$ cat src/rtl/pipe_hazard_if.sv
// Hazard-unit bundle: operand/hazard status from the pipeline stages and the
// stall/flush/forward controls returned to them.
interface pipe_hazard_if #(
    parameter int REG_WIDTH  = 4,
    parameter int FWD_STAGES = 2
);
    localparam int SRC_W = $clog2(FWD_STAGES + 1);

    logic                            start;
    logic                            stop_req;
    logic [REG_WIDTH-1:0]            rsD;
    logic [REG_WIDTH-1:0]            rtD;
    logic [1:0]                      srcD_valid;
    logic [REG_WIDTH-1:0]            rsE;
    logic [REG_WIDTH-1:0]            rtE;
    logic                            MemReadE;
    logic [REG_WIDTH-1:0]            WriteRegE;
    logic [FWD_STAGES-1:0]           wr_en_vec;
    logic [FWD_STAGES*REG_WIDTH-1:0] wr_reg_vec;
    logic                            redirect;
    logic                            dm_req;
    logic                            dm_ready;

    logic [SRC_W-1:0]                alu_src1;
    logic [SRC_W-1:0]                alu_src2;
    logic                            pc_stall;
    logic                            if_id_stall;
    logic                            id_ex_stall;
    logic                            ex_mem_stall;
    logic                            mem_wb_stall;
    logic                            flush_if_id;
    logic                            flush_id_ex;
    logic                            flush_ex_mem;
    logic                            running;
    logic                            stopped;
    logic [15:0]                     stall_cycles;

    modport master (
        output start, stop_req, rsD, rtD, srcD_valid, rsE, rtE, MemReadE, WriteRegE,
               wr_en_vec, wr_reg_vec, redirect, dm_req, dm_ready,
        input  alu_src1, alu_src2, pc_stall, if_id_stall, id_ex_stall, ex_mem_stall,
               mem_wb_stall, flush_if_id, flush_id_ex, flush_ex_mem, running, stopped,
               stall_cycles
    );

    modport slave (
        input  start, stop_req, rsD, rtD, srcD_valid, rsE, rtE, MemReadE, WriteRegE,
               wr_en_vec, wr_reg_vec, redirect, dm_req, dm_ready,
        output alu_src1, alu_src2, pc_stall, if_id_stall, id_ex_stall, ex_mem_stall,
               mem_wb_stall, flush_if_id, flush_id_ex, flush_ex_mem, running, stopped,
               stall_cycles
    );
endinterface

$ cat src/rtl/pipe_hazard_ctrl.sv
// Hazard, forwarding and run-control unit for the 5-stage pipeline: operand
// forwarding, load-use bubbles, DM wait states and a start/drain/halt sequencer.
module pipe_hazard_ctrl #(
    parameter int REG_WIDTH      = 4,
    parameter int FWD_STAGES     = 2,
    parameter int LOAD_USE_STALL = 1,
    parameter int DRAIN_DEPTH    = 3
) (
    input logic         clk,
    input logic         rst,
    pipe_hazard_if.slave hz
);
    localparam int SRC_W = $clog2(FWD_STAGES + 1);

    typedef enum logic [1:0] {IDLE, RUN, DRAIN, HALT} state_t;

    state_t      state, state_n;
    logic [1:0]  lu_cnt, lu_cnt_n;
    logic [2:0]  drain_cnt, drain_cnt_n;
    logic [15:0] stall_cnt;

    logic mem_wait, lu_hazard;
    logic pc_stall, if_id_stall, id_ex_stall, ex_mem_stall, mem_wb_stall;
    logic flush_if_id, flush_id_ex, flush_ex_mem;

    assign mem_wait  = hz.dm_req & ~hz.dm_ready;
    assign lu_hazard = hz.MemReadE &
                       ((hz.srcD_valid[0] & (hz.WriteRegE == hz.rsD)) |
                        (hz.srcD_valid[1] & (hz.WriteRegE == hz.rtD)));

    // Scan farthest-to-nearest so the nearest matching stage overwrites the rest.
    always_comb begin
        hz.alu_src1 = '0;
        hz.alu_src2 = '0;
        for (int k = FWD_STAGES; k >= 1; k--) begin
            if (hz.wr_en_vec[k-1] && hz.wr_reg_vec[(k-1)*REG_WIDTH +: REG_WIDTH] == hz.rsE)
                hz.alu_src1 = SRC_W'(k);
            if (hz.wr_en_vec[k-1] && hz.wr_reg_vec[(k-1)*REG_WIDTH +: REG_WIDTH] == hz.rtE)
                hz.alu_src2 = SRC_W'(k);
        end
    end

    always_comb begin
        // NOTE: every output gets a default first so no path through the case infers a latch.
        state_n      = state;
        lu_cnt_n     = '0;
        drain_cnt_n  = drain_cnt;
        pc_stall     = 1'b0;
        if_id_stall  = 1'b0;
        id_ex_stall  = 1'b0;
        ex_mem_stall = 1'b0;
        mem_wb_stall = 1'b0;
        flush_if_id  = 1'b0;
        flush_id_ex  = 1'b0;
        flush_ex_mem = 1'b0;
        hz.stopped   = 1'b0;

        unique case (state)
            IDLE: begin
                pc_stall    = 1'b1;
                if_id_stall = 1'b1;
                if (hz.start) state_n = RUN;
            end
            RUN: begin
                if (mem_wait) begin
                    {pc_stall, if_id_stall, id_ex_stall, ex_mem_stall, mem_wb_stall} = '1;
                    lu_cnt_n = lu_cnt;
                end else if (hz.redirect) begin
                    {flush_if_id, flush_id_ex, flush_ex_mem} = '1;
                end else if (lu_cnt != 2'd0) begin
                    {pc_stall, if_id_stall, flush_id_ex} = '1;
                    lu_cnt_n = lu_cnt - 2'd1;
                end else if (lu_hazard) begin
                    {pc_stall, if_id_stall, flush_id_ex} = '1;
                    lu_cnt_n = 2'(LOAD_USE_STALL - 1);
                end
                if (hz.stop_req && !mem_wait) begin
                    state_n     = DRAIN;
                    drain_cnt_n = 3'(DRAIN_DEPTH);
                end
            end
            DRAIN: begin
                pc_stall    = 1'b1;
                flush_if_id = 1'b1;
                if (mem_wait) begin
                    {if_id_stall, id_ex_stall, ex_mem_stall, mem_wb_stall} = '1;
                end else begin
                    if (hz.redirect) {flush_id_ex, flush_ex_mem} = '1;
                    if (drain_cnt <= 3'd1) begin
                        state_n     = HALT;
                        drain_cnt_n = '0;
                    end else begin
                        drain_cnt_n = drain_cnt - 3'd1;
                    end
                end
            end
            HALT: begin
                {pc_stall, if_id_stall, id_ex_stall, ex_mem_stall, mem_wb_stall} = '1;
                hz.stopped = 1'b1;
                if (hz.start) state_n = RUN;
            end
            default: state_n = IDLE;
        endcase
    end

    // NOTE: sequential state uses non-blocking assignments so every register samples pre-edge values.
    always_ff @(posedge clk or posedge rst) begin
        if (rst) begin
            state     <= IDLE;
            lu_cnt    <= '0;
            drain_cnt <= '0;
            stall_cnt <= '0;
        end else begin
            state     <= state_n;
            lu_cnt    <= lu_cnt_n;
            drain_cnt <= drain_cnt_n;
            if ((state == RUN || state == DRAIN) && pc_stall && stall_cnt != 16'hFFFF)
                stall_cnt <= stall_cnt + 16'd1;
        end
    end

    assign hz.pc_stall     = pc_stall;
    assign hz.if_id_stall  = if_id_stall;
    assign hz.id_ex_stall  = id_ex_stall;
    assign hz.ex_mem_stall = ex_mem_stall;
    assign hz.mem_wb_stall = mem_wb_stall;
    assign hz.flush_if_id  = flush_if_id;
    assign hz.flush_id_ex  = flush_id_ex;
    assign hz.flush_ex_mem = flush_ex_mem;
    assign hz.running      = (state == RUN) || (state == DRAIN);
    assign hz.stall_cycles = stall_cnt;
endmodule

$ cat src/flat_wrapper.sv
// flat-port wrapper written by rule: the top's interface ports become plain ports
module pipe_hazard_ctrl_flat 
#(
    parameter int REG_WIDTH      = 4,
    parameter int FWD_STAGES     = 2,
    parameter int LOAD_USE_STALL = 1,
    parameter int DRAIN_DEPTH    = 3
)
  (clk, rst, hz_start, hz_stop_req, hz_rsD, hz_rtD, hz_srcD_valid, hz_rsE, hz_rtE, hz_MemReadE, hz_WriteRegE, hz_wr_en_vec, hz_wr_reg_vec, hz_redirect, hz_dm_req, hz_dm_ready, hz_alu_src1, hz_alu_src2, hz_pc_stall, hz_if_id_stall, hz_id_ex_stall, hz_ex_mem_stall, hz_mem_wb_stall, hz_flush_if_id, hz_flush_id_ex, hz_flush_ex_mem, hz_running, hz_stopped, hz_stall_cycles);
  pipe_hazard_if #(.REG_WIDTH(REG_WIDTH), .FWD_STAGES(FWD_STAGES)) hz_i ();
  input logic clk;
  input logic rst;
  input wire logic [$bits(hz_i.start)-1:0] hz_start;
  input wire logic [$bits(hz_i.stop_req)-1:0] hz_stop_req;
  input wire logic [$bits(hz_i.rsD)-1:0] hz_rsD;
  input wire logic [$bits(hz_i.rtD)-1:0] hz_rtD;
  input wire logic [$bits(hz_i.srcD_valid)-1:0] hz_srcD_valid;
  input wire logic [$bits(hz_i.rsE)-1:0] hz_rsE;
  input wire logic [$bits(hz_i.rtE)-1:0] hz_rtE;
  input wire logic [$bits(hz_i.MemReadE)-1:0] hz_MemReadE;
  input wire logic [$bits(hz_i.WriteRegE)-1:0] hz_WriteRegE;
  input wire logic [$bits(hz_i.wr_en_vec)-1:0] hz_wr_en_vec;
  input wire logic [$bits(hz_i.wr_reg_vec)-1:0] hz_wr_reg_vec;
  input wire logic [$bits(hz_i.redirect)-1:0] hz_redirect;
  input wire logic [$bits(hz_i.dm_req)-1:0] hz_dm_req;
  input wire logic [$bits(hz_i.dm_ready)-1:0] hz_dm_ready;
  output wire logic [$bits(hz_i.alu_src1)-1:0] hz_alu_src1;
  output wire logic [$bits(hz_i.alu_src2)-1:0] hz_alu_src2;
  output wire logic [$bits(hz_i.pc_stall)-1:0] hz_pc_stall;
  output wire logic [$bits(hz_i.if_id_stall)-1:0] hz_if_id_stall;
  output wire logic [$bits(hz_i.id_ex_stall)-1:0] hz_id_ex_stall;
  output wire logic [$bits(hz_i.ex_mem_stall)-1:0] hz_ex_mem_stall;
  output wire logic [$bits(hz_i.mem_wb_stall)-1:0] hz_mem_wb_stall;
  output wire logic [$bits(hz_i.flush_if_id)-1:0] hz_flush_if_id;
  output wire logic [$bits(hz_i.flush_id_ex)-1:0] hz_flush_id_ex;
  output wire logic [$bits(hz_i.flush_ex_mem)-1:0] hz_flush_ex_mem;
  output wire logic [$bits(hz_i.running)-1:0] hz_running;
  output wire logic [$bits(hz_i.stopped)-1:0] hz_stopped;
  output wire logic [$bits(hz_i.stall_cycles)-1:0] hz_stall_cycles;
  assign hz_i.start = hz_start;
  assign hz_i.stop_req = hz_stop_req;
  assign hz_i.rsD = hz_rsD;
  assign hz_i.rtD = hz_rtD;
  assign hz_i.srcD_valid = hz_srcD_valid;
  assign hz_i.rsE = hz_rsE;
  assign hz_i.rtE = hz_rtE;
  assign hz_i.MemReadE = hz_MemReadE;
  assign hz_i.WriteRegE = hz_WriteRegE;
  assign hz_i.wr_en_vec = hz_wr_en_vec;
  assign hz_i.wr_reg_vec = hz_wr_reg_vec;
  assign hz_i.redirect = hz_redirect;
  assign hz_i.dm_req = hz_dm_req;
  assign hz_i.dm_ready = hz_dm_ready;
  assign hz_alu_src1 = hz_i.alu_src1;
  assign hz_alu_src2 = hz_i.alu_src2;
  assign hz_pc_stall = hz_i.pc_stall;
  assign hz_if_id_stall = hz_i.if_id_stall;
  assign hz_id_ex_stall = hz_i.id_ex_stall;
  assign hz_ex_mem_stall = hz_i.ex_mem_stall;
  assign hz_mem_wb_stall = hz_i.mem_wb_stall;
  assign hz_flush_if_id = hz_i.flush_if_id;
  assign hz_flush_id_ex = hz_i.flush_id_ex;
  assign hz_flush_ex_mem = hz_i.flush_ex_mem;
  assign hz_running = hz_i.running;
  assign hz_stopped = hz_i.stopped;
  assign hz_stall_cycles = hz_i.stall_cycles;
  pipe_hazard_ctrl #(.REG_WIDTH(REG_WIDTH), .FWD_STAGES(FWD_STAGES), .LOAD_USE_STALL(LOAD_USE_STALL), .DRAIN_DEPTH(DRAIN_DEPTH)) u_core (.clk(clk), .rst(rst), .hz(hz_i));
endmodule
$ cat config.mk
export PLATFORM = sky130hd
export DESIGN_NAME = pipe_hazard_ctrl_flat
export DESIGN_NICKNAME = d
export VERILOG_FILES = /design/src/rtl/pipe_hazard_if.sv /design/src/rtl/pipe_hazard_ctrl.sv /design/src/flat_wrapper.sv
export SDC_FILE = /design/constraint.sdc
export NUM_CORES = 1
export LEC_CHECK = 0
export ABC_AREA = 1
export BUFFER_PORTS_ARGS = -buffer_cell sky130_fd_sc_hd__buf_2
export CAP_MARGIN = 10
export CORE_ASPECT_RATIO = 1.1
export CORE_UTILIZATION = 54
export DETAILED_ROUTE_END_ITERATION = 10
export PLACE_DENSITY = 0.86
export SETUP_SLACK_MARGIN = 0.2
export SLEW_MARGIN = 10
export SYNTH_ARGS = -nofsm -noshare
export SYNTH_HDL_FRONTEND = slang
export SYNTH_SLANG_ARGS = --single-unit
$ cat constraint.sdc
create_clock -name clk -period 4.5 [get_ports clk]
set_input_delay 0.9 -clock clk [delete_from_list [all_inputs] [get_ports clk]]
set_output_delay 0.9 -clock clk [all_outputs]
set_load 0.02 [all_outputs]
* Word level (Yosys, flattened, before mapping)
Index checks and enable logic that the tools add are counted.
** Word-level totals
- Logic and storage cells :: 79
- Bits in registers :: 23
- Output and inout bits :: 30
** Operators by class
- Bitwise gates (word level) :: 6
- Mux-type cells :: 33
- Add/subtract/negate cells :: 3
- Reductions and logical operators :: 17
- Equal/unequal tests :: 15
- $lt $le $gt $ge :: 1
** Operators by type and width (number)
- $eq A4 B4 Y1 :: 6
- $mux W2 :: 12
- $add A16 B1 Y16 const B :: 1
- $ne A16 B16 Y1 const B :: 1
- $mux W1 :: 11
- $mux W3 :: 3
- $pmux W1 S2 :: 4
- $logic_and A1 B1 Y1 :: 7
- $ne A2 B1 Y1 const B :: 3
- $pmux W2 S3 :: 1
- $pmux W3 S2 :: 1
- $and A1 B1 Y1 :: 4
- $eq A2 B2 Y1 const B :: 2
- $ne A2 B2 Y1 const B :: 2
- $reduce_and A4 Y1 :: 1
- $reduce_bool A2 Y1 :: 2
- $reduce_or A2 Y1 :: 2
- $le A3 B1 Y1 const B :: 1
- $pmux W1 S3 :: 1
- $reduce_and A3 Y1 :: 1
- $reduce_or A3 Y1 :: 1
- $sub A3 B1 Y3 const B :: 1
- $eq A2 B1 Y1 const B :: 1
- $logic_not A2 Y1 :: 1
- other kinds (5) :: 5

* Depth between registers and ports, before layout
Gate-level depths: netlist of run 1.
- Depth in word-level cells :: 11
- Depth in mapped cells :: 14

* Worst setup path after synthesis of run 1
OpenSTA, ideal clock, no wires.
- Path type :: input -> output
- From :: input port hz_wr_reg_vec[3]
- To :: output port hz_alu_src1[1]
- Setup slack :: 0.982 ns
- Arrival time :: 2.618 ns
- Stages :: 5
- Path buffers :: 0
- Cell sequence :: inv_1 -> nand2_1 -> o21ai_0 -> a2111oi_0 -> nor2_1
** On the way
- Longest elaborated chain between the ends :: 3
** RTL lines
- from (decl) :: line flat_wrapper.sv:23 : input wire logic [$bits(hz_i.wr_reg_vec)-1:0] hz_wr_reg_vec;
- $eq A4 B4 Y1 :: line pipe_hazard_ctrl.sv:36 : if (hz.wr_en_vec[k-1] && hz.wr_reg_vec[(k-1)*REG_WIDTH +: REG_WIDTH] == hz.rsE)
- $logic_and A1 B1 Y1 :: line pipe_hazard_ctrl.sv:36
- $mux W2 :: line pipe_hazard_ctrl.sv:36
- to (decl) :: line flat_wrapper.sv:27 : output wire logic [$bits(hz_i.alu_src1)-1:0] hz_alu_src1;
Every way passes these cells.

* Final worst setup path of run 1
- From :: input port hz_WriteRegE[0]
- To :: output port hz_if_id_stall
** On the way
- Longest elaborated chain between the ends :: 9
- Elaborated cells on any way between the ends :: 11
- Classes of those cells :: eq/ne (2); mux (5); bitwise (4)
** RTL lines
- from (decl) :: line flat_wrapper.sv:21 : input wire logic [$bits(hz_i.WriteRegE)-1:0] hz_WriteRegE;
- $eq A4 B4 Y1 (on tied branches) :: line pipe_hazard_ctrl.sv:28, pipe_hazard_ctrl.sv:29
- $and A1 B1 Y1 (on tied branches) :: line pipe_hazard_ctrl.sv:28, pipe_hazard_ctrl.sv:29
- $or A1 B1 Y1 * :: line pipe_hazard_ctrl.sv:28 : ((hz.srcD_valid[0] & (hz.WriteRegE == hz.rsD)) |
- $and A1 B1 Y1 * :: line pipe_hazard_ctrl.sv:27 : assign lu_hazard = hz.MemReadE &
- $mux W1 * :: line pipe_hazard_ctrl.sv:73 : end else if (lu_hazard) begin
- $mux W1 * :: line pipe_hazard_ctrl.sv:70 : end else if (lu_cnt != 2'd0) begin
- $mux W1 * :: line pipe_hazard_ctrl.sv:68 : end else if (hz.redirect) begin
- $mux W1 * :: line pipe_hazard_ctrl.sv:65 : if (mem_wait) begin
- $pmux W1 S3 * :: line pipe_hazard_ctrl.sv:58 : unique case (state)
- to (decl) :: line flat_wrapper.sv:30 : output wire logic [$bits(hz_i.if_id_stall)-1:0] hz_if_id_stall;
Mark *: on every way between the ends. The rest lies on a longest branch, timed or not.

==> run metrics, run 1 <==
outcome finished, final reports clean; met3 usage 3.59%; CTS Buf Count 3; family with the most delay on the worst path simple AND/OR/NAND/NOR gates; Slew @ Worst Pin 855 ps; busiest grt layer met2; Max Cap Viol 0; clock-pin slew of the registers on the worst-case setup and hold paths 130 ps; Die Area 3810 µm²; WP buf/inv 3; design area 2310 µm²; Final Non-Filler Cells 405; CTS Buffer Depth 2; DRT Pass-1 Iters 4; RSZ-0062 raised after global routing no; Layout Area Growth over Synthesis 19.9%; pwr dens 451 nW/µm²; Tcrit/Tclk final 66.9%; Avg Cell Area, Syn 6.62 µm²; CTS H-tree depth 1; setup bufs post-CTS 0; critical path, cell by cell buf_2 > inv_1 > nand2_1 > nand2_1 > nor2_1 > nand3_1 > nand2_1 > nand2_1 > nand2_2 > nand2_2 > nand2_4 > o31a_1 > buf_2; Routed WL per cell 10.2 µm; final core occ 68.8%; Post-DP HPWL 3220 µm; IO buf count 69; flip-flop and latch area 576 µm²; CP max stage delay 230 ps; # setup viols final 0; total power 1.04 mW; share of cells above drive strength 1 24.1%; placed insts 401; placed cell area 2280 µm²; Final Max Slew Viols 0; Rel. slew slack 43.0%; setup_tns 0 ps; Gate Count Post-Synth 291; top fanout value on the critical path 27; Final WS setup 1490 ps; grt total ovfl 0; Starting Density 57.3%; P_leak 1.34 nW; Final Hold Fails 0; Synthesized Nets 338; Syn Std Cell Area 1930 µm²; Post-Route WL 4140 µm; DRC viols 0; worst setup path class primary input to primary output; slowest CP cell nand2_4; IO Count 70; Layout Nets 405; maximum clock rate 332 MHz; Seq/Total Area, Yosys 29.9%; CTS Hold Bufs 0; # rows 22; vias in the first global route 1,855; Seq cells post-synth 23; # fillers 310; Vias 1,994; PostCTS Resize Cnt 0; largest net degree at the start of global routing 30; arrival time worst endpoint 2110 ps; drt initial violations 112; core area 3360 µm²; CP endpoint kind primary output; footprint of the multi-input gates 1090 µm²; Worst VDD drop 0.369 mV; post-placement setup slack 1480 ps; Antenna diodes 0; first-pass GRT wire length 7180 µm; Placer Congestion 0.865; initial antenna violation count 0; Yosys Warn Count 0; Hold Crit Class flip-flop to flip-flop; most frequent CP cell nand2_1; CTS Sinks 23; Critical Path Source Type primary input; CTS tree built; hold_ws 512 ps; via/cell ratio 4.92; Root Driver clkbuf_4; Detail Route Antenna Nets 0; Netlist cell types 31; global-route met1 utilization 29.1%; All-Layer GR Usage 23.5%; M2 GR Usage 41.5%; later-pin clock latency in the skew report 300 ps; CP Data Required Time 3600 ps; DIE WIDTH 58.9 µm; Die Y 64.6 µm; Final Skew 10.5 ps; post-layout min period 3010 ps
==> kinds of logic after synthesis <==
kind of cell	Yosys count	share of synthesized area (%)
compound gates	30	9.49
flops	23	29.9
xor+xnor	11	5.00
buf+inv	62	13.4
fa+ha+maj	7	4.55
simple gates	158	37.7
==> power by group <==
part / switching, mW / internal, mW / leakage [nW]
logic: 0.444 / 0.208 / 1.01
clock network: 0.0592 / 0.0345 / 0.0150
registers: 0.0438 / 0.252 / 0.305
==> area by class of cell <==
class	instances	share of cell area [%]
multi-input combinational	206	47.3
sequential	23	24.9
timing repair buffer	70	15.3
inverter	54	8.78
tap	48	2.60
clock buffer	4	1.14
==> flip-flops by register name, summed over array words and instances, names as in the netlist <==
register and flops:
u_core.hz.stall_cycles 16, u_core.drain_cnt 3, u_core.lu_cnt 2, u_core.state 2
==> synthesized netlist by cell type <==
cell	n	share of area [%]
nor2_1	25	4.9
dfrtp_1	23	30
xnor2_1	7	3.2
nand4_1	20	6.5
a211oi_1	2	0.78
a21oi_1	4	1.0
nand3_4	1	0.91
xor2_1	4	1.8
o22ai_1	4	1.3
or2_2	1	0.33
clkbuf_1	1	0.19
inv_1	50	9.7
nor3_4	1	0.84
o31a_1	1	0.45
o21ai_0	13	3.4
buf_6	2	1.2
nand2_2	3	0.97
o211ai_1	3	1.2
buf_4	2	0.78
inv_2	4	0.78
nor3_1	4	1.0
nand3_1	18	4.7
ha_1	7	4.5
nand4_2	1	0.65
buf_1	1	0.19
o41ai_1	1	0.45
buf_2	2	0.52
nand2_4	1	0.58
nor2_2	1	0.33
nand2_1	82	16
a2111oi_0	2	0.91
==> per-layer routing <==
metal  wire, µm  vias up
met5          0        -
met4         34        0
met3        279        4
met2       1940       65
met1       1890      860
li1           -     1065
==> path summary, 6_finish.rpt <==
path / startpoint / end / slack, ps / cells after the start
setup reg to reg: u_core.hz.stall_cycles[0]$_DFFE_PP0P_ / u_core.hz.stall_cycles[3]$_DFFE_PP0P_ / 2750 / 11
hold reg to reg: u_core.hz.stall_cycles[15]$_DFFE_PP0P_ / u_core.hz.stall_cycles[15]$_DFFE_PP0P_ / 510 / 2
setup / recovery: hz_WriteRegE[0] / hz_if_id_stall / 1490 / 13
min in group asynchronous: rst / u_core.hz.stall_cycles[9]$_DFFE_PP0P_ / 750 / 2
hold / removal: u_core.hz.stall_cycles[15]$_DFFE_PP0P_ / u_core.hz.stall_cycles[15]$_DFFE_PP0P_ / 510 / 2
max in group asynchronous: rst / u_core.hz.stall_cycles[3]$_DFFE_PP0P_ / 3220 / 2
==> worst min-delay path: cells and delay by family (launching register included) <==
kind / cells / cell delay, ps
flops: 1 / 390
simple gates: 2 / 100
==> cells in the final DEF, fill, tap and decap left out, types with 2 or more instances in the layout <==
cell	synthesis	final
a211oi_1	2	2
o21ai_0	13	13
nand2_2	3	3
o22ai_1	4	4
a2111oi_0	2	2
inv_1	50	50
dfrtp_1	23	23
xnor2_1	7	7
nor2_1	25	25
xor2_1	4	4
nand4_1	20	20
nand2_1	82	82
a21oi_1	4	4
o211ai_1	3	3
buf_2	2	69
nor3_1	4	4
inv_2	4	4
nand3_1	18	18
ha_1	7	7
clkbuf_4	0	3
Power figures use the tool's default switching activity.
==> inputs of run 2 (changes only) <==
--- a/config.mk
+++ b/config.mk
@@ -9,9 +9,9 @@
 export BUFFER_PORTS_ARGS = -buffer_cell sky130_fd_sc_hd__buf_2
 export CAP_MARGIN = 10
 export CORE_ASPECT_RATIO = 1.1
-export CORE_UTILIZATION = 54
+export CORE_UTILIZATION = 50
 export DETAILED_ROUTE_END_ITERATION = 10
-export PLACE_DENSITY = 0.86
+export PLACE_DENSITY = 0.81
 export SETUP_SLACK_MARGIN = 0.2
 export SLEW_MARGIN = 10
 export SYNTH_ARGS = -nofsm -noshare
==> constraint.sdc (replaced) <==
create_clock -name clk -period 3.1 [get_ports clk]
set_input_delay 0.62 -clock clk [delete_from_list [all_inputs] [get_ports clk]]
set_output_delay 0.62 -clock clk [all_outputs]
set_load 0.02 [all_outputs]
==> run 2 against run 1 <==
Compared with the run above: critical path depth fell by 6; sequential share of layout area fell by 0.25 points; final cell count rose by 0.49%; wire length rose by 6.5%; count of clock-buffer cells in the layout is the same; via count increased by 2.9%; worst hold slack better by 4.2 ps; combinational power is 47% higher; first-iteration DRC count fell by 47%; core utilization down 4.9 points; global-route usage rose by 0.062 points; largest power group unchanged.
==> run metrics, run 2 (synthesized netlist as in run 1, its figures left out) <==
outcome finished, final reports clean (unchanged); Slew @ Worst Pin 893 ps (was 855 ps); IO buf count 69 (unchanged); Tcrit/Tclk final 81.4%; Die Y 67.1 µm (was 64.6 µm); hold_ws 516 ps (was 512 ps); CTS Hold Bufs 0 (unchanged); grt total ovfl 0 (unchanged); Hold Path Origin u_core.hz.stall_cycles[15]$_DFFE_PP0P_ (unchanged); clock-pin slew of the registers on the worst-case setup and hold paths 80 ps (was 130 ps); worst r2r src u_core.hz.stall_cycles[0]$_DFFE_PP0P_ (unchanged); DRC viols 0 (unchanged); FF-to-FF path depth 11 (unchanged); drt initial violations 59 (was 112); Final Skew 7.63 ps (was 10.5 ps); Hold Crit Depth 2 (unchanged); Vias 2,051 (was 1,994); CP endpoint kind primary output (unchanged); reg-to-reg slack, setup 1330 ps (was 2750 ps); RSZ-0062 raised after global routing no (unchanged); max reg flops 16 (unchanged); IO Count 70 (unchanged); # rows 23 (was 22); Placer Congestion 0.855 (was 0.865); Final Max Slew Viols 0 (unchanged); vias in the first global route 1,865 (was 1,855); pwr dens 675 nW/µm² (was 451 nW/µm²); Max Cap Viol 0 (unchanged); WP buf/inv 3 (unchanged); Antenna diodes 0 (unchanged); first-pass GRT wire length 7230 µm (was 7180 µm); Worst VDD drop 0.416 mV (was 0.369 mV); Critical Path Source Type flip-flop (was primary input); Rel. slew slack 40.4% (was 43.0%); Min-Delay Endpoint u_core.hz.stall_cycles[15]$_DFFE_PP0P_ (unchanged); most common library cell in the layout ignoring fill and taps nand2_1 (unchanged); Post-DP HPWL 3450 µm (was 3220 µm); top fanout value on the critical path 27 (unchanged); initial antenna violation count 0 (unchanged); maximum clock rate 396 MHz; largest net degree at the start of global routing 30 (unchanged); Starting Density 52.7% (was 57.3%); family with the most delay on the worst path flip-flops (was simple AND/OR/NAND/NOR gates); Hold Crit Class flip-flop to flip-flop (unchanged); CTS H-tree depth 1 (unchanged); CTS Buf Count 3 (unchanged); worst setup path class flip-flop to primary output (was primary input to primary output); CTS Sinks 23 (unchanged); via/cell ratio 5.04 (was 4.92); setup bufs post-CTS 0 (unchanged); arrival time worst endpoint 1900 ps (was 2110 ps); DRT Pass-1 Iters 4 (unchanged); core area 3650 µm² (was 3360 µm²); Detail Route Antenna Nets 0 (unchanged); later-pin clock latency in the skew report 260 ps (was 300 ps); most frequent CP cell inv_1 (was nand2_1); CTS tree built (unchanged); P_leak 1.34 nW (about the same); # setup viols final 0 (unchanged); critical path, cell by cell inv_1 > ha_1 > nand2_1 > inv_1 > nand2_4 > o31a_1 > buf_2 (was buf_2 > inv_1 > nand2_1 > nand2_1 > nor2_1 > nand3_1 > nand2_1 > nand2_1 > nand2_2 > nand2_2 > nand2_4 > o31a_1 > buf_2); most frequent cells in the layout nand2_1 (82), buf_2 (69), inv_1 (50) (unchanged); CP max stage delay 420 ps (was 230 ps); PostCTS Resize Cnt 0 (unchanged); slowest CP cell dfrtp_1 (was nand2_4); All-Layer GR Usage 23.5% (about the same); CP Data Required Time 2480 ps (was 3600 ps); r2r endpoint u_core.hz.stall_cycles[0]$_DFFE_PP0P_ (was u_core.hz.stall_cycles[3]$_DFFE_PP0P_); Root Driver clkbuf_8 (was clkbuf_4); Layout Nets 405 (unchanged); post-layout min period 2520 ps; share of cells above drive strength 1 24.1% (unchanged); setup_tns 0 ps (unchanged); Layout Area Growth over Synthesis 21.2% (was 19.9%); Final Hold Fails 0 (unchanged); Routed WL per cell 10.8 µm (was 10.2 µm); CTS Buffer Depth 2 (unchanged); DIE WIDTH 61.2 µm (was 58.9 µm); Die Area 4100 µm² (was 3810 µm²); Post-Route WL 4410 µm (was 4140 µm)
run 2: cell counts in the layout (fill, tap and decap cells not counted):
No cell type changed its count.
run 2: worst reg2reg max path, stage by stage, from the launching register on:
cell and delay, ps:
dfrtp_1 410, ha_1 190, nand2_1 100, inv_2 90
nand2_2 80, nor3_4 190, nand4_2 140, nor2_2 140
inv_2 110, nand3_4 150, nand2_1 70, nand2_1 50
run 2: per-stage QoR:
stage,instance area (µm²),utilization [%],power [mW],std cells,worst slack [ps]
finish,2330,63.8,1.58,407,577
global route,2330,63.8,1.73,407,456
CTS,2330,63.8,1.59,407,573
detailed placement,2290,62.6,1.40,403,611
global placement,2290,62.6,1.38,403,651
floorplan,1930,-,1.18,291,456
run 2: area by class of cell:
type                    instances  area, µm²
inverters                      54        203
multi-input cells             206       1090
fillers                       355       1320
clock buffers                   4       45.0
well taps                      50       62.6
repair buffers                 70        353
flip-flops and latches         23        576
run 2: how the worst max path moves through the flow:
stage	end	slack, ps	depth (start not counted)	startpoint
detailed placement	hz_if_id_stall	610	12	hz_rsD[2]
floorplan	hz_alu_src1[1]	460	5	hz_wr_reg_vec[3]
finish	hz_if_id_stall	580	7	u_core.state[1]$_DFFE_PP0P_
CTS	hz_if_id_stall	570	7	u_core.state[1]$_DFFE_PP0P_
global route	hz_ex_mem_stall	460	6	u_core.state[0]$_DFFE_PP0P_
global placement	hz_if_id_stall	650	13	hz_WriteRegE[3]
run 2: routing by layer:
layer	up-vias	GRT usage [%]	part of all wire (%)
li1	1068	-	-
met1	900	25.0	42
met2	77	44.3	49
met3	6	3.69	7.3
met4	0	9.94	1.2
met5	-	0	0
run 2: power breakdown:
part	leakage (nW)	internal, mW	switching, mW
logic	1.01	0.301	0.656
registers	0.305	0.366	0.0656
clock network	0.0228	0.0917	0.0949
